==> src/rtl/sr_pkg.sv <==
// Shared definitions for the SR latch driver: FSM state encoding and timer width.
package sr_pkg;

    localparam int SR_TIMER_W = 8;

    typedef enum logic [1:0] {
        IDLE  = 2'd0,
        PULSE = 2'd1,
        DEAD  = 2'd2
    } sr_state_t;

endpackage

==> src/rtl/sr_pulse_timer.sv <==
// Loadable down counter; expire flags the final cycle of a loaded interval.
module sr_pulse_timer
    import sr_pkg::*;
(
    input  logic                  clk,
    input  logic                  rst,
    input  logic                  load,
    input  logic [SR_TIMER_W-1:0] load_val,
    output logic [SR_TIMER_W-1:0] value,
    output logic                  expire
);

    // Counter register: load wins, otherwise count down and hold at zero.
    always_ff @(posedge clk or posedge rst) begin
        if (rst) begin
            value <= {SR_TIMER_W{1'b0}};
        end else if (load) begin
            value <= load_val;
        end else if (value != {SR_TIMER_W{1'b0}}) begin
            value <= value - {{(SR_TIMER_W-1){1'b0}}, 1'b1};
        end else begin
            value <= value;
        end
    end

    assign expire = (value == {{(SR_TIMER_W-1){1'b0}}, 1'b1});

endmodule

==> src/rtl/sr_latch_driver.sv <==
// Drives S/R of an asynchronous latch from valid/ready requests with fixed pulse
// and dead times, tracks the expected latch value and flags feedback mismatches.
module sr_latch_driver
    import sr_pkg::*;
#(
    parameter int PULSE_W = 4,
    parameter int DEAD_W  = 2
) (
    input  logic clk,
    input  logic rst,
    input  logic req_valid,
    input  logic req_val,
    output logic req_ready,
    input  logic q_fb,
    input  logic err_clr,
    output logic s_out,
    output logic r_out,
    output logic q_exp,
    output logic q_known,
    output logic err
);

    localparam logic [SR_TIMER_W-1:0] PULSE_LD = SR_TIMER_W'(PULSE_W);
    localparam logic [SR_TIMER_W-1:0] DEAD_LD  = SR_TIMER_W'(DEAD_W);

    sr_state_t             state_r;
    sr_state_t             next_state_s;
    logic                  req_val_r;
    logic                  accept_s;
    logic                  timer_load_s;
    logic [SR_TIMER_W-1:0] timer_load_val_s;
    logic [SR_TIMER_W-1:0] timer_value_s;
    logic                  timer_expire_s;
    logic                  pulse_done_r;
    logic                  dead_done_r;

    sr_pulse_timer u_timer (
        .clk      (clk),
        .rst      (rst),
        .load     (timer_load_s),
        .load_val (timer_load_val_s),
        .value    (timer_value_s),
        .expire   (timer_expire_s)
    );

    // Next-state logic; a request already matching the known latch value is absorbed.
    always_comb begin
        next_state_s     = state_r;
        accept_s         = 1'b0;
        timer_load_s     = 1'b0;
        timer_load_val_s = {SR_TIMER_W{1'b0}};
        case (state_r)
            IDLE: begin
                if (req_valid && !(q_known && (req_val == q_exp))) begin
                    next_state_s     = PULSE;
                    accept_s         = 1'b1;
                    timer_load_s     = 1'b1;
                    timer_load_val_s = PULSE_LD;
                end else begin
                    next_state_s = IDLE;
                end
            end
            PULSE: begin
                if (timer_expire_s) begin
                    next_state_s     = DEAD;
                    timer_load_s     = 1'b1;
                    timer_load_val_s = DEAD_LD;
                end else begin
                    next_state_s = PULSE;
                end
            end
            DEAD: begin
                if (timer_expire_s) begin
                    next_state_s = IDLE;
                end else begin
                    next_state_s = DEAD;
                end
            end
            default: begin
                next_state_s = IDLE;
            end
        endcase
    end

    // State, request capture and registered outputs. Drives lag the FSM by one
    // cycle, so q_exp/err updates are delayed to line up with the visible pulse.
    always_ff @(posedge clk or posedge rst) begin
        if (rst) begin
            state_r      <= IDLE;
            req_val_r    <= 1'b0;
            pulse_done_r <= 1'b0;
            dead_done_r  <= 1'b0;
            s_out        <= 1'b0;
            r_out        <= 1'b0;
            req_ready    <= 1'b1;
            q_exp        <= 1'b0;
            q_known      <= 1'b0;
            err          <= 1'b0;
        end else begin
            state_r      <= next_state_s;
            req_val_r    <= accept_s ? req_val : req_val_r;
            pulse_done_r <= (state_r == PULSE) && timer_expire_s;
            dead_done_r  <= (state_r == DEAD) && timer_expire_s;
            s_out        <= (state_r == PULSE) && req_val_r;
            r_out        <= (state_r == PULSE) && !req_val_r;
            req_ready    <= (next_state_s == IDLE);
            if (pulse_done_r) begin
                q_exp   <= req_val_r;
                q_known <= 1'b1;
            end else begin
                q_exp   <= q_exp;
                q_known <= q_known;
            end
            if (dead_done_r && (q_fb != q_exp)) begin
                err <= 1'b1;
            end else if (err_clr) begin
                err <= 1'b0;
            end else begin
                err <= err;
            end
        end
    end

endmodule

==> config.mk <==
export PLATFORM = sky130hd
export DESIGN_NAME = sr_latch_driver
export DESIGN_NICKNAME = d
export VERILOG_FILES = /design/src/rtl/sr_pkg.sv /design/src/rtl/sr_pulse_timer.sv /design/src/rtl/sr_latch_driver.sv
export SDC_FILE = /design/constraint.sdc
export NUM_CORES = 1
export LEC_CHECK = 0
export BUFFER_PORTS_ARGS = -buffer_cell sky130_fd_sc_hd__buf_2
export CORE_MARGIN = 4
export CORE_UTILIZATION = 49
export DETAILED_ROUTE_END_ITERATION = 8
export HOLD_SLACK_MARGIN = 0.12
export PLACE_DENSITY_LB_ADDON = 0.25
export SLEW_MARGIN = 20
export SYNTH_ARGS = -nofsm -noshare
export SYNTH_HDL_FRONTEND = slang
export SYNTH_SLANG_ARGS = --single-unit
==> constraint.sdc <==
create_clock -name clk -period 1.5 [get_ports clk]
set_input_delay 0.225 -clock clk [delete_from_list [all_inputs] [get_ports clk]]
set_output_delay 0.225 -clock clk [all_outputs]
set_load 0.02 [all_outputs]
==> results.yml, run 1 <==
power_and_ir_drop:
  ir_worst_vdd_uv: 1140
  p_leak_nw: 0.621
  power_mw: 2.72
  swShare_pct: 38.6
  seqPwrFrac_pct: 32.1
  switching_power_mw: 1.05
  power_density_mw_per_mm2: 2050
  internal_power_mw: 1.67
  p_clk_share_pct: 9.2
  comb_power_share_pct: 58.6
status:
  status: "finished with violations"
  violations: "negative setup slack"
yosys:
  yosysSeqAreaShare_pct: 52.3
  synthArstFlopShare_pct: 100
  ys_types: 32
  synth_flop_cell: "dfrtp_1"
  synth_area_per_cell_um2: 12.0
  synth-seq-cells: 19
  netlist_area_um2: 911
  netlist_instances: 76
  syn-num-nets: 85
  synth_edf_count: 0
  yosysWarnings: 0
sta:
  hold_viol: 0
  max_freq_ghz: 0.636
  setup_viol: 5
  slew-limit-headroom_pct: 76.5
  rsz0062_at_grt: "yes"
  tightest_slew_ns: 0.350
  fin_tns_setup_ns: -0.157
  period_needed_ns: 1.57
  skew_ns: 0.00991
  setup_slack_ns: -0.0733
  slew_violations: 0
  post-route-period-util_pct: 105
cells_and_area:
  nets: 126
  antenna_cells: 0
  fin_area_mm2: 0.00133
  final_cells: 141
  drive_gt1_share_pct: 56.0
  area_delta_synth_final_pct: 45.5
floorplan:
  ios: 12
  die_h_um: 51.1
  core_area_mm2: 0.00175
  die_area_mm2: 0.00261
  initial_core_util_pct: 52.2
  rows: 15
  fp.dieW_um: 51.1
global_routing:
  use_met1_pct: 21.0
  grt_overflow: 0
  grt_pass1_vias: 683
  grt.met2_usage_pct: 26.6
  grt_first_pass_wirelength_um: 3150
  grt_antenna_before_repair: 0
  busiest_layer: "met2"
  grt_util_all_layers_pct: 16.4
  gr-usage-met3_pct: 3.50
  grt_max_degree: 20
drt:
  wl_um: 1920
  vias: 692
  first_iter_violations: 10
  drcViolationCount: 0
  wl_per_cell_um: 13.6
  vias_per_cell: 4.91
  ant_nets: 0
  firstDrtPassIters: 4
cts:
  worstSkewPairLatency_ns: 0.30
  clock-sinks: 19
  cts_max_level: 1
  cts_inserted_buffers: 3
  clkTransAtPathRegs_ns: 0.11
  root_buffer: "clkbuf_4"
  tritoncts: "built"
  cts_buffer_depth: 2
worst_setup_path:
  path_max_fanout: 3
  critPathRequiredTime_ns: 1.70
  cp_slowest_cell: "or4_4"
  r2r-end: "u_timer.value[7]"
  cpLargestDelayFamily: "simple AND/OR/NAND/NOR gates"
  critPathBufInv: 0
  cp-end-kind: "flop"
  reg2regPathDepth: 4
  cp-start-kind: "flop"
  critPathMaxStageDelay_ns: 0.59
  crit_start: "u_timer.value[1]"
  reg2reg_slack_ns: -0.07
  crit_end: "u_timer.value[7]"
  path_depth: 4
  cp_data_arrival_time_ns: 1.77
  timing.rr.start: "u_timer.value[1]"
  worstPathCellList: "or4_4 > nor4b_4 > xnor2_1 > nor2_2"
  worst-setup-path-type: "reg2reg"
placed_design:
  place_inst: 129
  dp_hpwl_um: 1290
  numPortBuffers: 11
  place.gp.congestion: 0.835
  dp_slack_ns: -0.0802
  placed_area_mm2: 0.00117
run:
  maxCapViolations: 0
hold_path:
  hold_path.class: "in2reg"
==> layout by cell type (no fill, tap or decap), types with 3 or more instances in the layout <==
| cell | count |
|---|---|
| buf_2 | 11 |
| nor2_1 | 7 |
| xnor2_1 | 4 |
| clkbuf_4 | 3 |
| buf_4 | 22 |
| inv_1 | 4 |
| dfrtp_1 | 17 |
==> through the flow <==
stage	hold slack, ns	util (%)
finish	0.215	75.9
floorplan	0.175	-
global route	0.207	75.9
CTS	0.214	70.7
detailed placement	0.252	67.0
global placement	0.253	67.0
==> flip-flops by register name (all words and copies together), names as in the netlist <==
name           flops
q_exp              1
dead_done_r        1
u_timer.value      8
req_val_r          1
r_out              1
state_r            2
s_out              1
req_ready          1
err                1
q_known            1
pulse_done_r       1
==> worst min path at each step <==
stage | depth (start not counted) | from | slack (ns) | to
after floorplan | 1 | rst | 0.18 | dead_done_r
after global placement | 3 | rst | 0.25 | u_timer.value[6]
after detailed placement | 3 | rst | 0.25 | r_out
after CTS | 2 | req_val | 0.21 | req_val_r
after global routing | 2 | req_val | 0.21 | req_val_r
final | 4 | q_fb | 0.21 | err
==> metal layers <==
layer | vias up | routed length [um]
met2 | 22 | 963
met5 | - | 0
met1 | 323 | 832
li1 | 343 | -
met4 | 0 | 33
met3 | 4 | 93
==> power groups by stage <==
stage          sequential [mW]  combinational, mW  clock (mW)
3_3_place_gp             0.868               1.29           0
3_5_place_dp             0.877               1.32           0
6_report                 0.875               1.60       0.251
4_1_cts                  0.865               1.38       0.260
5_1_grt                  0.901               1.74       0.290
2_1_floorplan            0.995              0.714           0
==> final cells by class <==
type	instances	area, um^2
repair buffers	36	251
clock buffers	4	26.3
well taps	25	31.3
multi-input cells	51	515
flip-flops and latches	19	478
fillers	118	420
inverters	6	22.5
==> kinds of logic after synthesis <==
family	Yosys count	synth area share, %
AND/OR/NAND/NOR	29	22.3
adder cells (fa/ha/maj)	3	4.12
XOR/XNOR	7	6.73
flip-flops	19	52.3
AO/OA/AOI/OAI	9	8.38
multiplexers	3	3.71
buffers and inverters	6	2.47
==> cell usage after synthesis (2+ instances only) <==
cell type	number	share of area, %
dfrtp_1	18	49
inv_1	6	2.5
nor2b_1	2	1.4
xor2_1	2	1.9
nand2_1	2	0.82
xnor2_1	5	4.8
a21oi_1	3	1.6
mux2_2	3	3.7
ha_1	3	4.1
nand3_1	2	1.1
o21ai_0	2	1.1
nor3b_1	2	1.6
nor2_1	7	2.9
==> worst reg2reg max path: stages, from the launching register on <==
cell     delay [ns]
dfrtp_1        0.43
or4_4          0.59
nor4b_4        0.25
xnor2_1        0.18
nor2_2         0.05
==> timing repair <==
item,4_1_cts,5_1_grt
pin swaps,1,6
gates cloned,0,0
endpoints found under the setup margin,7,9
hold buffers,2,0
resized for setup,2,13
hold endpoints to repair,19,0
buffers inserted,2,4
(Power assumes the default switching activity.)
==> run 2: changes to the inputs <==
- RECOVER_POWER: unset -> 50
==> results.yml, run 2 (same netlist as run 1, synthesis figures left out) <==
sta:
  period_needed_ns: 1.57
  slew-limit-headroom_pct: 69.4
  slew_violations: 0
  post-route-period-util_pct: 105
  hold_slack_ns: 0.216
  setup_slack_ns: -0.0692
  setup_viol: 5
  fin_tns_setup_ns: -0.153
  skew_ns: 0.00916
  rsz0062_at_grt: "yes"
  max_freq_ghz: 0.637
  tightest_slew_ns: 0.458
  hold_viol: 0
drt:
  vias_per_cell: 4.94
  vias: 696
  ant_nets: 0
  firstDrtPassIters: 4
  wl_um: 1930
  first_iter_violations: 10
  wl_per_cell_um: 13.7
  highest_layer: "met4"
  met2WireLength_um: 968
  drcViolationCount: 0
  drt-met1-wl_um: 834
  wl_met3_um: 92
run:
  maxCapViolations: 0
status:
  violations: "negative setup slack"
  status: "finished with violations"
placed_design:
  dp_hpwl_um: 1290
  dp_slack_ns: -0.0802
  place.gp.congestion: 0.835
  numPortBuffers: 11
cells_and_area:
  layout_commonest_cell: "buf_4"
  drive_gt1_share_pct: 56.0
  antenna_cells: 0
  nets: 126
  reg_top3: "u_timer.value x8, state_r x2"
  area_delta_synth_final_pct: 45.2
  regMostFlops: "u_timer.value"
  final_util_pct: 75.8
  fill_cells: 119
  largest_reg_flops: 8
  final_cell_mix: "buf_4, dfrtp_1, buf_2, nor2_1"
worst_setup_path:
  reg2reg_slack_ns: -0.07
  cp-start-kind: "flop"
  cp_data_arrival_time_ns: 1.77
  reg2regPathDepth: 4
  crit_start: "u_timer.value[1]"
  critPathMaxStageDelay_ns: 0.59
  cp-end-kind: "flop"
  path_max_fanout: 3
  worst-setup-path-type: "reg2reg"
  worstPathCellList: "or4_4 > nor4b_4 > xnor2_1 > nor2_2"
  r2r-end: "u_timer.value[7]"
  critPathRequiredTime_ns: 1.70
  cp_slowest_cell: "or4_4"
  crit_end: "u_timer.value[7]"
  timing.rr.start: "u_timer.value[1]"
power_and_ir_drop:
  power_mw: 2.72
  switching_power_mw: 1.05
  power_density_mw_per_mm2: 2060
  seqPwrFrac_pct: 32.1
  p_leak_nw: 0.620
  internal_power_mw: 1.67
  swShare_pct: 38.6
  p_clk_share_pct: 9.2
  ir_worst_vdd_uv: 1130
  comb_power_share_pct: 58.6
cts:
  worstSkewPairLatency_ns: 0.29
  tritoncts: "built"
  cts_inserted_buffers: 3
  clock-sinks: 19
  cts_max_level: 1
  clkTransAtPathRegs_ns: 0.10
  cts_buffer_depth: 2
  root_buffer: "clkbuf_4"
global_routing:
  grt_pass1_vias: 683
  grt_overflow: 0
  grt_util_all_layers_pct: 16.4
  grt_first_pass_wirelength_um: 3150
  grt_max_degree: 20
  grt_antenna_before_repair: 0
floorplan:
  fp.dieW_um: 51.1
  rows: 15
  die_h_um: 51.1
  initial_core_util_pct: 52.2
  core_area_mm2: 0.00175
  die_area_mm2: 0.00261
  ios: 12
hold_path:
  hold_path.class: "in2reg"
## run 2: worst min-delay path by stage
stage,slack [ns],cells past startpoint,from,endpoint
after CTS,0.21,2,req_val,req_val_r
after floorplan,0.18,1,rst,dead_done_r
after global placement,0.25,3,rst,u_timer.value[6]
final,0.22,4,q_fb,err
after detailed placement,0.25,3,rst,r_out
after global routing,0.21,2,req_val,req_val_r
## run 2: worst max-delay path: cells and delay by family, from the launching register on
kind,cells,cell delay (ns)
XOR/XNOR,1,0.17
AND/OR/NAND/NOR,3,0.88
flip-flops,1,0.43
## run 2: repair_timing
action | 4_1_cts | 5_1_grt
setup buffers | 2 | 4
hold buffers | 2 | 0
gates resized for setup | 2 | 13
pin swaps | 1 | 6
setup endpoints to repair | 7 | 9
hold endpoints to repair | 19 | 0
## run 2: cell type report
cell class	count	area, um^2	area share, %
multi-input cells	51	515	39.0
clock buffers	4	26.3	1.99
well taps	25	31.3	2.37
repair buffers	36	249	18.8
inverters	6	22.5	1.70
flip-flops and latches	19	478	36.1
## run 2: per-layer routing
layer | vias up | track usage [%]
met1 | 329 | 21.0
li1 | 343 | -
met5 | - | 0
met3 | 4 | 3.50
met4 | 0 | 6.73
met2 | 20 | 26.6
## run 2: power by group through the flow
stage	registers (mW)	clock network (mW)	logic (mW)
2_1_floorplan	0.995	0	0.714
3_3_place_gp	0.868	0	1.29
3_5_place_dp	0.877	0	1.32
4_1_cts	0.865	0.260	1.38
5_1_grt	0.901	0.290	1.74
6_report	0.875	0.251	1.60
## run 2: stage by stage
stage / area, um^2 / instances
after floorplan: 956 / 76
after detailed placement: 1170 / 129
after CTS: 1230 / 137
after global placement: 1170 / 129
after global routing: 1320 / 141
final: 1320 / 141
